--- config.mk ---
export PLATFORM = sky130hd
export DESIGN_NAME = nr_program_loader
export DESIGN_NICKNAME = d
export VERILOG_FILES = /design/src/rtl/nr_mem_pkg.sv /design/src/rtl/nr_checksum_acc.sv /design/src/rtl/nr_program_loader.sv
export SDC_FILE = /design/constraint.sdc
export NUM_CORES = 1
export LEC_CHECK = 0
export BUFFER_PORTS_ARGS = -buffer_cell sky130_fd_sc_hd__buf_4
export CAP_MARGIN = 30
export CORE_MARGIN = 4
export CORE_UTILIZATION = 55
export DETAILED_ROUTE_END_ITERATION = 10
export PLACE_DENSITY = 0.81
export SLEW_MARGIN = 20
export SYNTH_ARGS = -nofsm -noshare
export SYNTH_HDL_FRONTEND = slang
export SYNTH_HIERARCHICAL = 1
export SYNTH_SLANG_ARGS = --single-unit
export TNS_END_PERCENT = 10
--- constraint.sdc ---
create_clock -name clk -period 3.09 [get_ports clk]
set_input_delay 0.4635 -clock clk [delete_from_list [all_inputs] [get_ports clk]]
set_output_delay 0.4635 -clock clk [all_outputs]
set_load 0.02 [all_outputs]
--- src/rtl/nr_mem_pkg.sv ---
// nr_mem_pkg
//   Shared definitions for the nanoRisk memory-side helpers: the default
//   address and data widths of the data/instruction memory, and the state
//   encoding of the program loader.
package nr_mem_pkg;

  localparam int NR_ADDR_W = 4;
  localparam int NR_DATA_W = 8;

  // The numeric values are fixed so that a state register probed on a
  // debug bus reads the same codes in every build.
  typedef enum logic [2:0] {
    IDLE       = 3'd0,
    LOAD       = 3'd1,
    VERIFY_RD  = 3'd2,
    VERIFY_CMP = 3'd3,
    DONE       = 3'd4,
    ERROR      = 3'd5
  } nr_ldr_state_t;

endpackage

--- src/rtl/nr_checksum_acc.sv ---
// nr_checksum_acc
//   Running modulo-2**DATA_W byte sum. The loader uses one instance to
//   sum the bytes it writes and a second one to sum the bytes it reads
//   back during verification.
// Ports:
//   clk     : system clock
//   clr     : asynchronous active-high reset, sum returns to 0
//   clear_i : synchronous clear, takes priority over en_i
//   en_i    : add data_i to the sum on this clock edge
//   data_i  : byte to accumulate
//   sum_o   : current registered sum
module nr_checksum_acc
  import nr_mem_pkg::*;
#(
  parameter int DATA_W = NR_DATA_W
) (
  input  logic              clk,
  input  logic              clr,
  input  logic              clear_i,
  input  logic              en_i,
  input  logic [DATA_W-1:0] data_i,
  output logic [DATA_W-1:0] sum_o
);

  logic [DATA_W-1:0] sum_q;
  logic [DATA_W-1:0] sum_d;

  // Clear wins over accumulate so a new image always starts from zero,
  // even if the caller happens to pulse both in the same cycle.
  always_comb begin
    sum_d = sum_q;
    if (clear_i) begin
      sum_d = '0;
    end else if (en_i) begin
      sum_d = sum_q + data_i;
    end
  end

  always_ff @(posedge clk or posedge clr) begin
    if (clr) begin
      sum_q <= '0;
    end else begin
      sum_q <= sum_d;
    end
  end

  assign sum_o = sum_q;

endmodule

--- src/rtl/nr_program_loader.sv ---
// nr_program_loader
//   Writes a byte stream arriving on a valid/ready handshake into
//   consecutive memory addresses, optionally reads the image back and
//   checks it against the running checksum, and keeps the CPU stalled
//   until the image is loaded (and verified).
// Ports:
//   clk, clr              : clock, asynchronous active-high reset
//   start                 : begin a load (honoured only when not busy)
//   s_valid/s_ready       : stream handshake
//   s_data/s_last         : stream byte and end-of-image marker
//   wr_en/wr_addr/wr_data : memory write port
//   rd_en/rd_addr/rd_data : memory read port (data one edge after rd_en)
//   busy                  : loading or verifying
//   done / err            : image good / verify mismatch, held until start
//   cpu_hold              : processor stall, released only in DONE
//   count                 : bytes written for the current image
//   checksum              : modulo sum of the written bytes
module nr_program_loader
  import nr_mem_pkg::*;
#(
  parameter int ADDR_W = NR_ADDR_W,
  parameter int DATA_W = NR_DATA_W,
  parameter int DEPTH  = 2**ADDR_W,
  parameter int VERIFY = 1
) (
  input  logic              clk,
  input  logic              clr,
  input  logic              start,
  input  logic              s_valid,
  output logic              s_ready,
  input  logic [DATA_W-1:0] s_data,
  input  logic              s_last,
  output logic              wr_en,
  output logic [ADDR_W-1:0] wr_addr,
  output logic [DATA_W-1:0] wr_data,
  output logic              rd_en,
  output logic [ADDR_W-1:0] rd_addr,
  input  logic [DATA_W-1:0] rd_data,
  output logic              busy,
  output logic              done,
  output logic              err,
  output logic              cpu_hold,
  output logic [ADDR_W:0]   count,
  output logic [DATA_W-1:0] checksum
);

  localparam logic [ADDR_W:0] LAST_IDX = (ADDR_W+1)'(DEPTH - 1);

  nr_ldr_state_t     state_q, state_d;
  logic [ADDR_W:0]   count_q, count_d;
  logic [ADDR_W-1:0] vptr_q, vptr_d;

  logic              sumClear;
  logic              vsumEn;
  logic [DATA_W-1:0] wrSum;
  logic [DATA_W-1:0] vSum;
  logic [DATA_W-1:0] vSumNext;
  logic [ADDR_W:0]   vptrInc;

  // The read-back sum including the word on rd_data this cycle; the final
  // comparison must include the last word before it is registered.
  assign vSumNext = vSum + rd_data;
  assign vptrInc  = {1'b0, vptr_q} + (ADDR_W+1)'(1);

  nr_checksum_acc #(.DATA_W(DATA_W)) u_wrSum (
    .clk     (clk),
    .clr     (clr),
    .clear_i (sumClear),
    .en_i    (wr_en),
    .data_i  (s_data),
    .sum_o   (wrSum)
  );

  nr_checksum_acc #(.DATA_W(DATA_W)) u_vSum (
    .clk     (clk),
    .clr     (clr),
    .clear_i (sumClear),
    .en_i    (vsumEn),
    .data_i  (rd_data),
    .sum_o   (vSum)
  );

  // Next-state and handshake/memory strobes. The write strobe follows
  // s_valid combinationally so a byte is written in the cycle it is
  // accepted; the image ends on s_last or when the last slot is filled,
  // whichever comes first.
  always_comb begin
    state_d  = state_q;
    count_d  = count_q;
    vptr_d   = vptr_q;
    sumClear = 1'b0;
    vsumEn   = 1'b0;
    s_ready  = 1'b0;
    wr_en    = 1'b0;
    rd_en    = 1'b0;
    unique case (state_q)
      IDLE, DONE, ERROR: begin
        if (start) begin
          state_d  = LOAD;
          count_d  = '0;
          vptr_d   = '0;
          sumClear = 1'b1;
        end
      end
      LOAD: begin
        s_ready = 1'b1;
        if (s_valid) begin
          wr_en   = 1'b1;
          count_d = count_q + (ADDR_W+1)'(1);
          if (s_last || (count_q == LAST_IDX)) begin
            state_d = (VERIFY != 0) ? VERIFY_RD : DONE;
          end
        end
      end
      VERIFY_RD: begin
        rd_en   = 1'b1;
        state_d = VERIFY_CMP;
      end
      VERIFY_CMP: begin
        vsumEn = 1'b1;
        vptr_d = vptr_q + ADDR_W'(1);
        if (vptrInc == count_q) begin
          state_d = (vSumNext == wrSum) ? DONE : ERROR;
        end else begin
          state_d = VERIFY_RD;
        end
      end
      default: begin
        state_d = IDLE;
      end
    endcase
  end

  // State and pointer registers; reset abandons any load in flight, and
  // because the write strobe is decoded from state_q it drops the moment
  // clr rises.
  always_ff @(posedge clk or posedge clr) begin
    if (clr) begin
      state_q <= IDLE;
      count_q <= '0;
      vptr_q  <= '0;
    end else begin
      state_q <= state_d;
      count_q <= count_d;
      vptr_q  <= vptr_d;
    end
  end

  // Addresses and data are forced to zero when their strobe is low so the
  // memory buses stay quiet outside real transfers.
  assign wr_addr  = wr_en ? count_q[ADDR_W-1:0] : '0;
  assign wr_data  = wr_en ? s_data : '0;
  assign rd_addr  = rd_en ? vptr_q : '0;

  assign busy     = (state_q == LOAD) || (state_q == VERIFY_RD) ||
                    (state_q == VERIFY_CMP);
  assign done     = (state_q == DONE);
  assign err      = (state_q == ERROR);
  assign cpu_hold = (state_q != DONE);
  assign count    = count_q;
  assign checksum = wrSum;

endmodule

==> flow_summary.yaml <==
status:
  status: "complete, no violations"
synth:
  synthFlopType: "dfrtp_1"
  synth-seq-area-share_pct: 27.6
  syn_nets: 335
  synth.avg_cell_area_um2: 8.85
  synth-edff-count: 0
  synth_cell_types: 44
  syn_inst: 287
  synth_area_um2: 2540
  ys_warn_count: 6
  ys_ff_latch: 28
  async_reset_ff_share_pct: 100
routing:
  drc: 0
  post_drt_wl_per_cell_um: 15.1
  dr.pass1.iters: 5
  vias: 2332
  ant_nets: 0
  via_per_inst: 5.90
  drt-total-wl_mm: 5.98
  drt_iter0_drc: 119
clocking:
  cts_resized: 0
  cts_hold_buf: 0
  root_buffer: "clkbuf_8"
  clk_pin_slew_ps: 90
  htreeDepth: 1
  cts_max_path_buffers: 2
  clk_latency_ps: 280
  post_cts_buffers: 0
  cts.sinks: 28
  cts_tree: "yes"
  cts_buffers: 3
power_and_ir_drop:
  vdd_drop_max_mv: 0.563
  power_density_nw_per_um2: 1040
  p_leak_nw: 1.46
global_route:
  grt_pass1_wl_mm: 10.3
  antenna_found_initial: 0
  grt_usage_pct: 20.8
  grt-ovfl-total: 0
  grt_pass1_vias: 2273
  grt_max_degree: 19
placed_design:
  dp_hpwl_mm: 4.67
  io_buffers: 56
  dp.cells: 391
  gp_congestion: 0.930
critical_path:
  cpPeakStageDelay_ps: 550
  crit_fanout: 18
  cp_cell_sequence: "nand2b_1 -> nor2_2 -> and2_1 -> buf_4"
  worstPathArrival_ps: 1930
  crit_required_ps: 2630
  timing.critical_path.buf_inv: 1
  end_kind: "output pin"
  critical_path.top_delay_family: "simple AND/OR/NAND/NOR gates"
  worstReg2RegEnd: "u_wrSum/sum_o[7]$_DFFE_PP0P_"
  crit_type: "flop to output pin"
  crit_slowest_cell: "dfrtp_1"
  reg2reg_depth: 7
  rr_startpoint: "state_q[1]$_DFFE_PP0P_"
  r2r_slack_ps: 780
  setup.worst_path.start_class: "flop"
floorplanning:
  row_count: 24
  die-area_um2: 5770
  die_h_um: 76.0
  initial_utilization_pct: 57.5
  io_pins: 57
  fp.dieW_um: 76.0
  core-area_um2: 4410
layout:
  layout_common_cells: "buf_4 (60), nor2_1 (31), dfrtp_1 (28), ha_1 (24)"
  instances_no_fill: 395
  nNetsFinal: 392
  antennaDiodeCount: 0
  final_common_cell: "buf_4"
  drive_gt1_share_pct: 21.3
  synthToLayoutAreaGrowth_pct: 21.1
timing:
  period_share_pct: 77.6
  rsz0062_at_grt: "no"
  skew_ps: 5.61
  hold_viol: 0
  worst_pin_slew_ps: 547
  setup_viol: 0
  fin_setup_tns_ps: 0
  period_needed_ps: 2400
  fmax_ghz: 0.417
  relSlewSlack_pct: 63.5
  slew_viol_final: 0
flow_run:
  maxCapViolations: 0
worst_hold_path:
  hp-class: "input port to async pin"
[sequential cells by signal (all words and copies together) (netlist names)]
| signal | cells |
|---|---|
| u_wrSum/sum_o | 8 |
| u_vSum/sum_o | 8 |
| state_q | 3 |
| vptr_q | 4 |
| count | 5 |
[worst max-delay path by stage]
stage / slack, ps / cells after the start / startpoint / end
detailed placement: 800 / 8 / rd_data[0] / state_q[0]$_DFFE_PP0P_
global placement: 870 / 8 / rd_data[0] / state_q[0]$_DFFE_PP0P_
CTS: 670 / 4 / state_q[1]$_DFFE_PP0P_ / wr_data[5]
finish: 690 / 4 / state_q[1]$_DFFE_PP0P_ / wr_data[5]
global route: 470 / 4 / state_q[1]$_DFFE_PP0P_ / wr_data[3]
floorplan: 850 / 9 / state_q[1]$_DFFE_PP0P_ / u_wrSum/sum_o[7]$_DFFE_PP0P_
[layout make-up]
type,instances,area (µm²)
clock buffer,4,55.1
inverter,10,37.5
sequential,28,701
tap,52,65.1
timing repair buffer,60,450
multi-input combinational,241,1770
fill,364,1340
[worst register-to-register path, delay by kind of cell (launching register included)]
| kind | cells | cell delay (ps) |
|---|---|---|
| AO/OA/AOI/OAI | 2 | 300 |
| multiplexers | 1 | 290 |
| flip-flops | 1 | 550 |
| AND/OR/NAND/NOR | 4 | 1110 |
[routing by layer]
layer	routed length (µm)	global-route usage, %	vias to the layer above
li1	-	-	1161
met1	2640	27.1	1089
met2	2930	35.5	73
met3	332	3.08	9
met4	78	5.52	0
met5	0	0	-
[power breakdown]
part           leakage (nW)  switching [mW]  internal [mW]
Combinational          1.08            1.18           1.00
Sequential            0.357           0.244          0.528
Clock                0.0288           0.117          0.114
Total                  1.46            1.55           1.64
[kinds of logic after synthesis]
group	share of synthesized area, %
AO/OA/AOI/OAI	21.3
AND/OR/NAND/NOR	19.9
XOR/XNOR	9.31
adder cells (fa/ha/maj)	14.2
flip-flops	27.6
buffers and inverters	2.96
multiplexers	4.73
[synth_stat cells (all sizes together) (4+ instances only)]
cell type / number / area [µm²]
a21o: 8 / 60.1
o22ai: 4 / 25.0
mux2i: 9 / 90.1
and2: 15 / 95.1
nand2: 16 / 60.1
nand4bb: 4 / 45.0
dfrtp: 28 / 701
inv: 10 / 37.5
a211oi: 10 / 90.1
nand3: 10 / 50.1
a21oi: 21 / 113
buf: 4 / 22.5
o21ai: 12 / 60.1
xor2: 8 / 70.1
nor2: 32 / 120
o21bai: 5 / 37.5
nor3: 5 / 25.0
xnor2: 19 / 166
nand2b: 4 / 25.0
ha: 24 / 300
clkbuf: 4 / 15.0
[per-stage QoR]
step	power [mW]	utilization, %	hold slack (ps)	setup slack, ps	cell area [µm²]
6_report	3.19	69.7	149	693	3080
3_3_place_gp	2.88	68.4	453	865	3020
5_1_grt	3.46	69.7	177	466	3080
2_1_floorplan	2.36	-	279	849	2540
4_1_cts	3.20	69.7	151	672	3080
3_5_place_dp	2.93	68.4	457	801	3020
Power figures use the tool's default switching activity.
